<file path="src/rtl/segment_builder.sv">
// -----------------------------------------------------------------------------
// segment_builder
//
// Upstream feeder for the collision detector. Absolute toolhead points arrive
// on a valid/ready handshake and are buffered in a small FIFO. Consecutive
// extruding points are turned into line segments. Each segment is presented
// on a one-cycle out_val strobe. Emissions are paced by GAP idle cycles,
// zero-length moves are dropped, and emission saturates at MAX_SEGS.
//
// Ports
//   clk                 rising-edge clock
//   reset               asynchronous active-low reset
//   start               synchronous job clear (one cycle, highest priority)
//   pt_val / pt_rdy     input point handshake (pt_rdy = !fifo_full && !start)
//   px, py, pz          8-bit unsigned point coordinates
//   extrude             1 = draw from previous point, 0 = travel move
//   out_val             one-cycle segment strobe
//   x1..z2              registered segment start / end coordinates
//   seg_cnt             segments emitted this job
//   full                sticky: MAX_SEGS reached, later segments discarded
// -----------------------------------------------------------------------------
module segment_builder #(
  parameter int FIFO_DEPTH = 4,
  parameter int GAP        = 2,
  parameter int MAX_SEGS   = 51
) (
  input  logic       clk,
  input  logic       reset,
  input  logic       start,
  input  logic       pt_val,
  output logic       pt_rdy,
  input  logic [7:0] px,
  input  logic [7:0] py,
  input  logic [7:0] pz,
  input  logic       extrude,
  output logic       out_val,
  output logic [7:0] x1,
  output logic [7:0] y1,
  output logic [7:0] z1,
  output logic [7:0] x2,
  output logic [7:0] y2,
  output logic [7:0] z2,
  output logic [7:0] seg_cnt,
  output logic       full
);

  localparam int AW = $clog2(FIFO_DEPTH);
  // Wide enough to hold GAP; stays at least one bit when GAP is 0.
  localparam int GW = $clog2(GAP + 2);

  localparam logic [AW:0]   PTR_ONE   = (AW + 1)'(1);
  localparam logic [GW-1:0] GAP_ONE   = GW'(1);
  localparam logic [GW-1:0] GAP_LOAD  = GW'(GAP);
  localparam logic [7:0]    SEG_LIMIT = 8'(MAX_SEGS);

  typedef struct packed {
    logic [7:0] x;
    logic [7:0] y;
    logic [7:0] z;
  } coord_t;

  typedef struct packed {
    coord_t c;
    logic   e;
  } point_t;

  typedef enum logic [1:0] {
    S_NOANCHOR = 2'd0,
    S_ANCHORED = 2'd1,
    S_PACE     = 2'd2
  } state_t;

  // ---------------------------------------------------------------------------
  // Point FIFO: pointers carry one extra wrap bit so full/empty are told apart.
  // ---------------------------------------------------------------------------
  point_t        mem_q [FIFO_DEPTH];
  logic [AW:0]   wr_ptr_q, wr_ptr_d;
  logic [AW:0]   rd_ptr_q, rd_ptr_d;
  logic          fifo_empty, fifo_full;
  logic          push, pop;
  point_t        head;

  state_t        state_q, state_d;
  coord_t        anchor_q, anchor_d;
  coord_t        seg_a_q, seg_a_d;
  coord_t        seg_b_q, seg_b_d;
  logic          out_val_q, out_val_d;
  logic [7:0]    seg_cnt_q, seg_cnt_d;
  logic          full_q, full_d;
  logic [GW-1:0] gap_q, gap_d;

  assign fifo_empty = (wr_ptr_q == rd_ptr_q);
  assign fifo_full  = (wr_ptr_q[AW] != rd_ptr_q[AW]) &&
                      (wr_ptr_q[AW-1:0] == rd_ptr_q[AW-1:0]);

  assign pt_rdy = !fifo_full && !start;
  assign push   = pt_val && pt_rdy;
  assign pop    = !fifo_empty && (gap_q == '0) && !start;
  assign head   = mem_q[rd_ptr_q[AW-1:0]];

  // NOTE: the buffer storage has no reset; only the pointers define validity,
  // so clearing the array would cost reset routing and buy nothing.
  always_ff @(posedge clk) begin
    if (push) begin
      mem_q[wr_ptr_q[AW-1:0]] <= '{c: '{x: px, y: py, z: pz}, e: extrude};
    end
  end

  // ---------------------------------------------------------------------------
  // Next-state logic: start clears the job; otherwise classify the popped point.
  // ---------------------------------------------------------------------------
  always_comb begin
    // NOTE: every signal assigned here gets a default first, so no path can
    // leave one unassigned and infer a latch.
    state_d   = state_q;
    anchor_d  = anchor_q;
    seg_a_d   = seg_a_q;
    seg_b_d   = seg_b_q;
    out_val_d = 1'b0;
    seg_cnt_d = seg_cnt_q;
    full_d    = full_q;
    gap_d     = (gap_q != '0) ? gap_q - GAP_ONE : gap_q;
    wr_ptr_d  = push ? wr_ptr_q + PTR_ONE : wr_ptr_q;
    rd_ptr_d  = pop  ? rd_ptr_q + PTR_ONE : rd_ptr_q;

    if (start) begin
      state_d   = S_NOANCHOR;
      wr_ptr_d  = '0;
      rd_ptr_d  = '0;
      seg_cnt_d = '0;
      full_d    = 1'b0;
      gap_d     = '0;
    end else begin
      unique case (state_q)
        S_NOANCHOR: begin
          if (pop) begin
            anchor_d = head.c;
            state_d  = S_ANCHORED;
          end
        end
        S_ANCHORED: begin
          if (pop) begin
            if (!head.e) begin
              anchor_d = head.c;                 // travel move re-anchors
            end else if (head.c != anchor_q) begin  // zero-length is dropped
              anchor_d = head.c;
              if (seg_cnt_q == SEG_LIMIT) begin
                full_d = 1'b1;
              end else begin
                seg_a_d   = anchor_q;
                seg_b_d   = head.c;
                out_val_d = 1'b1;
                seg_cnt_d = seg_cnt_q + 8'd1;
                gap_d     = GAP_LOAD;
                if (GAP > 0) state_d = S_PACE;
              end
            end
          end
        end
        S_PACE: begin
          if (gap_q == GAP_ONE) state_d = S_ANCHORED;
        end
        default: state_d = S_NOANCHOR;
      endcase
    end
  end

  // NOTE: state registers use non-blocking assignments so every register
  // samples the pre-edge values, independent of statement order.
  always_ff @(posedge clk or negedge reset) begin
    if (!reset) begin
      state_q   <= S_NOANCHOR;
      wr_ptr_q  <= '0;
      rd_ptr_q  <= '0;
      anchor_q  <= '0;
      seg_a_q   <= '0;
      seg_b_q   <= '0;
      out_val_q <= 1'b0;
      seg_cnt_q <= '0;
      full_q    <= 1'b0;
      gap_q     <= '0;
    end else begin
      state_q   <= state_d;
      wr_ptr_q  <= wr_ptr_d;
      rd_ptr_q  <= rd_ptr_d;
      anchor_q  <= anchor_d;
      seg_a_q   <= seg_a_d;
      seg_b_q   <= seg_b_d;
      out_val_q <= out_val_d;
      seg_cnt_q <= seg_cnt_d;
      full_q    <= full_d;
      gap_q     <= gap_d;
    end
  end

  assign out_val = out_val_q;
  assign x1      = seg_a_q.x;
  assign y1      = seg_a_q.y;
  assign z1      = seg_a_q.z;
  assign x2      = seg_b_q.x;
  assign y2      = seg_b_q.y;
  assign z2      = seg_b_q.z;
  assign seg_cnt = seg_cnt_q;
  assign full    = full_q;

endmodule
</file>
<file path="config.mk">
export PLATFORM = sky130hd
export DESIGN_NAME = segment_builder
export DESIGN_NICKNAME = d
export VERILOG_FILES = /design/src/rtl/segment_builder.sv
export SDC_FILE = /design/constraint.sdc
export NUM_CORES = 1
export LEC_CHECK = 0
export CAP_MARGIN = 20
export CORE_AREA = 5 5 126 128
export DETAILED_ROUTE_END_ITERATION = 16
export DIE_AREA = 0 0 131 133
export GPL_TIMING_DRIVEN = 0
export PLACE_DENSITY = 0.87
export SYNTH_ARGS = -nofsm -noshare
export SYNTH_HDL_FRONTEND = slang
export SYNTH_SLANG_ARGS = --single-unit
</file>
<file path="constraint.sdc">
create_clock -name clk -period 4 [get_ports clk]
set_input_delay 1 -clock clk [delete_from_list [all_inputs] [get_ports clk]]
set_output_delay 1 -clock clk [all_outputs]
set_load 0.1 [all_outputs]
</file>
# --- Word level (Yosys, flattened, before mapping) ---
# Memory sizes are Yosys's and may differ from the RTL's.
# Cells that the tools add are included.
op_classes:
  n_eq_ne: 18
  n_reduce_logical: 23
  muxes: 44
  n_bitwise: 2
  addsub: 4
ops:
  columns: ["op", "n"]
  rows:
  - ["24-bit two-way mux", 4]
  - ["8-bit two-way mux", 6]
  - ["24-bit one-hot mux with 2 select lines", 1]
  - ["2-bit two-way mux", 14]
  - ["24-bit inequality test", 1]
  - ["3-bit inequality test (second input constant)", 7]
  - ["2-bit nonzero test", 8]
  - ["5-bit AND reduction", 3]
  - ["1-bit two-way mux", 14]
  - ["3-bit two-way mux", 4]
  - ["6-bit AND reduction", 2]
  - ["8-bit by 1-bit adder with 8-bit output (second input constant)", 1]
  - ["8-bit by 6-bit equality test with 1-bit output (second input constant)", 1]
  - ["3-bit by 1-bit adder with 3-bit output (second input constant)", 2]
  - ["2-bit inequality test (second input constant)", 3]
  - ["2-bit one-hot mux with 3 select lines", 1]
  - ["1-bit logical AND", 5]
  - ["2-bit by 1-bit equality test with 1-bit output (second input constant)", 2]
  - ["2-bit logical NOT", 2]
  - ["3-bit equality test", 1]
  - ["1-bit logical NOT", 3]
  - ["2-bit equality test", 1]
  - ["2-bit equality test (second input constant)", 1]
  - ["1-bit inverter", 2]
  - ["other kinds (2)", 2]
word_totals:
  ff_bits: 92
  memories: 1
  ramBits: 100
mem_list:
  columns: ["memory", "words", "width", "read_ports", "rd_ports_with_merged_regs", "wr", "line_no", "text"]
  rows:
  - ["mem_q", 4, 25, 1, 0, 1, "76", "point_t mem_q [FIFO_DEPTH];"]

# --- Longest topological paths before layout ---
logic_depth:
  depth_word: 8
  depth_mapped: 12
  ltp_nobuf: 7

# --- Worst setup path before layout ---
# No wires, ideal clock.
synth_path:
  path_type: "input to register"
  startpoint: "in start"
  endpoint: "mem mem_q[3][0] (netlist name) (enable)"
  setup_ns: 0.386
  n_path_buf: 1
  slack_ns: -0.072
  arrival_time_ns: 3.686
  cell_stages: 3
  path_cell_list: "clkbuf_1 -> a21oi_1 -> and3_1"
synth_via:
  elab_chain_cells: 5
synth_lines:
  columns: ["item", "line_no", "text"]
  rows:
  - ["start: declaration", "29", "input logic start,"]
  - ["1-bit logical NOT", "96", "assign pt_rdy = !fifo_full && !start;"]
  - ["1-bit logical AND", "96", null]
  - ["net pt_rdy", "31", "output logic pt_rdy,"]
  - ["1-bit logical AND", "97", "assign push = pt_val && pt_rdy;"]
  - ["1-bit two-way mux", "104", "if (push) begin"]
  - ["1-bit two-way mux (implied by the code)", "105", "mem_q[wr_ptr_q[AW-1:0]] <= '{c: '{x: px, y: py, z: pz}, e: extrude};"]
  - ["end: declaration", "76", null]
# The timed path passes the listed nets, and every way through them passes these cells.

# --- Worst setup path after layout ---
layout_path:
  startpoint: "reg rd_ptr_q[1]"
  endpoint: "out pt_rdy"
layout_via:
  elab_chain_cells: 4
layout_lines:
  columns: ["item", "line_no", "text"]
  rows:
  - ["start: declaration", "78", "logic [AW:0] rd_ptr_q, rd_ptr_d;"]
  - ["start signal: assignment", "185", "rd_ptr_q <= rd_ptr_d;"]
  - ["2-bit equality test", "94", "(wr_ptr_q[AW-1:0] == rd_ptr_q[AW-1:0]);"]
  - ["1-bit logical AND", "93", "assign fifo_full = (wr_ptr_q[AW] != rd_ptr_q[AW]) &&"]
  - ["1-bit logical NOT", "96", null]
  - ["1-bit logical AND", "96", null]
  - ["end: declaration", "31", null]
# No other way between the ends.

==> out/results.ini <==
[yosys]
synth.avg_cell_area_um2 = 18.0
synth_top_family_by_area = multiplexers
synth.most_common_cell = edfxtp_1
synthTopCellsByArea = edfxtp_1 (38%), dfrtp_1 (29%), mux2_2 (9.8%)
synth-xor-area-share_pct = 3.24
ys_top_cells_by_count = edfxtp_1 (100), dfrtp_1 (92), mux2_2 (68), xor2_1 (26), mux4_2 (16)
ys_seq_elements = 192
synth_top_area_cell = edfxtp_1
yosysSeqAreaShare_pct = 67.7
yosys.area_share.simple_pct = 4.47
yosys_warnings = 0
synth_compound_area_share_pct = 1.55
synthAdderAreaFrac_pct = 0.958
asyncSetResetFlopFracSynth_pct = 47.9
syn-cell-area_mm2 = 0.00784
synthDistinctLibCells = 43
synth-main-ff-cell = edfxtp_1
postSynthCellCount = 435
synth_top_cell_area_share_pct = 38.3
synth-edff-count = 100
syn_nets = 470
synth.area.mux_share_pct = 19.4

[routing]
viasPerCell = 5.70
dr.first_iter.drc_count = 331
ant_nets = 0
dr.pass1.iters = 4
via_count = 4259
wirelength_um = 16200
drc = 0
wl_met2_um = 8430
drt-wirelength-per-cell_um = 21.7
top_layer = met4
met1Wirelength_um = 6200
wl_met3_um = 973

[critical_path]
path_max_fanout = 10
critPathLaunchType = flop
slowest_delay_ns = 0.90
cpLargestDelayFamily = buffers and inverters
r2r_start = rd_ptr_q[1]
worstPathRequired_ns = 3.00
worst-path-buf-inv = 3
reg2regPathDepth = 12
r2r_slack_ns = 0.43
cp_cell_sequence = buf_2 > buf_4 > xor2_1 > nor2_1 > a21oi_2 > dlygate4sd2_1
critPathArrivalTime_ns = 2.72
cp_slowest_cell = dlygate4sd2_1
worst_r2r_endpoint = z1[5]
crit_type = flop to output pin
end_kind = output pin

[run_status]
status = finished, final reports clean

[clock_network]
cts_tree = built
htreeDepth = 4
cts_buffer_depth = 2
cts_sinks = 192
ctsHoldBuffers = 0
cts_buffers = 17
clock_latency_ns = 0.43
postCtsSetupRepairBufs = 0
cts-root-buf = clkbuf_16
cts-resized-gates = 1
path_clk_slew_ns = 0.07

[timing]
worst_slack_ns = 0.281
hold_ws_ns = 0.491
fin_tns_setup_ns = 0
slew_headroom_pct = 30.7
period_needed_ns = 3.72
finalSetupViolCount = 0
min_period_over_period_pct = 93.0
slew_viol_final = 0
hold_viol = 0
rsz0062_at_grt = false
skew_ns = 0.00813
fmax_ghz = 0.269
worst_pin_slew_ns = 1.04

[cells_and_area]
largest_reg_flops = 100
final_layout_size_suffix_gt1_share_pct = 27.2
synthToLayoutAreaGrowth_pct = 24.2
nNetsFinal = 580
design_area_mm2 = 0.00973

[floorplanning]
start_util_pct = 53.1
core_mm2 = 0.0148
io_pins = 88
die_area_mm2 = 0.0174
num_rows = 45
die_w_um = 131
die-height_um = 133

[global_route]
grt_max_degree = 65
grt_use_total_pct = 19.9
grt_pass1_wl_um = 25500
grt_overflow_total = 0
grt_pass1_vias = 4493
antenna_found_initial = 1

[flow_run]
drv_cap = 0

[placement]
pre_cts_slack_ns = 0.316
placed_area_mm2 = 0.00907
port_buffers = 86
hpwl_um = 11000
place_congestion = 0.813

[worst_hold_path]
hold_class = primary input to asynchronous set/reset pin

## worst max path at each step
stage	cells after the start	slack, ns	endpoint	startpoint
floorplan	3	0.65	mem_q[3][0]	start
global placement	1	-1.35	x1[7]	reset
detailed placement	3	0.32	pt_rdy	start
CTS	6	0.29	pt_rdy	rd_ptr_q[1]
global route	6	0.14	pt_rdy	rd_ptr_q[1]
finish	6	0.28	pt_rdy	rd_ptr_q[1]
## cell type report
| type | count | area, um2 |
|---|---|---|
| Buffer | 20 | 188 |
| Multi-Input combinational cell | 216 | 2320 |
| Tap cell | 188 | 235 |
| Clock buffer | 18 | 429 |
| Clock inverter | 14 | 228 |
| Inverter | 7 | 26.3 |
| Sequential cell | 192 | 5310 |
| Fill cell | 935 | 5020 |
| Timing Repair Buffer | 91 | 995 |
| Antenna cell | 1 | 2.50 |
## cell usage in the layout (no fill, tap or decap), drive strengths merged, types with 2 or more instances in the layout
| cell type | instances |
|---|---|
| clkdlybuf4s50 | 84 |
| nor4b | 3 |
| nor2b | 5 |
| and2 | 2 |
| or4 | 3 |
| bufinv | 5 |
| nand4 | 4 |
| ha | 6 |
| edfxtp | 100 |
| inv | 12 |
| xnor2 | 3 |
| nand3 | 2 |
| xor2 | 26 |
| nand2b | 2 |
| nand2 | 6 |
| dfrtp | 92 |
| a21oi | 7 |
| and3 | 4 |
| nor2 | 14 |
| clkbuf | 22 |
| clkinvlp | 3 |
| o31ai | 5 |
| nor4 | 7 |
| or4b | 2 |
| mux2i | 2 |
| mux4 | 25 |
| mux2 | 77 |
| buf | 22 |
| nor3 | 3 |
## kinds of logic after synthesis
| group | Yosys count |
|---|---|
| AOI/OAI and AO/OA | 18 |
| xor gates and xnor gates | 29 |
| adders and majority gates | 6 |
| buffers and inverters | 27 |
| DFF | 192 |
| muxes | 104 |
| and+or+nand+nor | 59 |
## through the flow
stage          util [%]  std cells
2_1_floorplan         -        435
3_3_place_gp       60.6        709
3_5_place_dp       61.5        714
4_1_cts            65.9        746
5_1_grt            66.0        747
6_report           66.0        747
## routing by layer
layer,vias to the layer above,GRT usage (%)
li1,1887,-
met1,2186,24.8
met2,147,32.1
met3,39,4.76
met4,0,10.5
met5,-,0
Power is not shown: default switching activity piles up to over one toggle a cycle in this logic, so the estimate is an artifact.
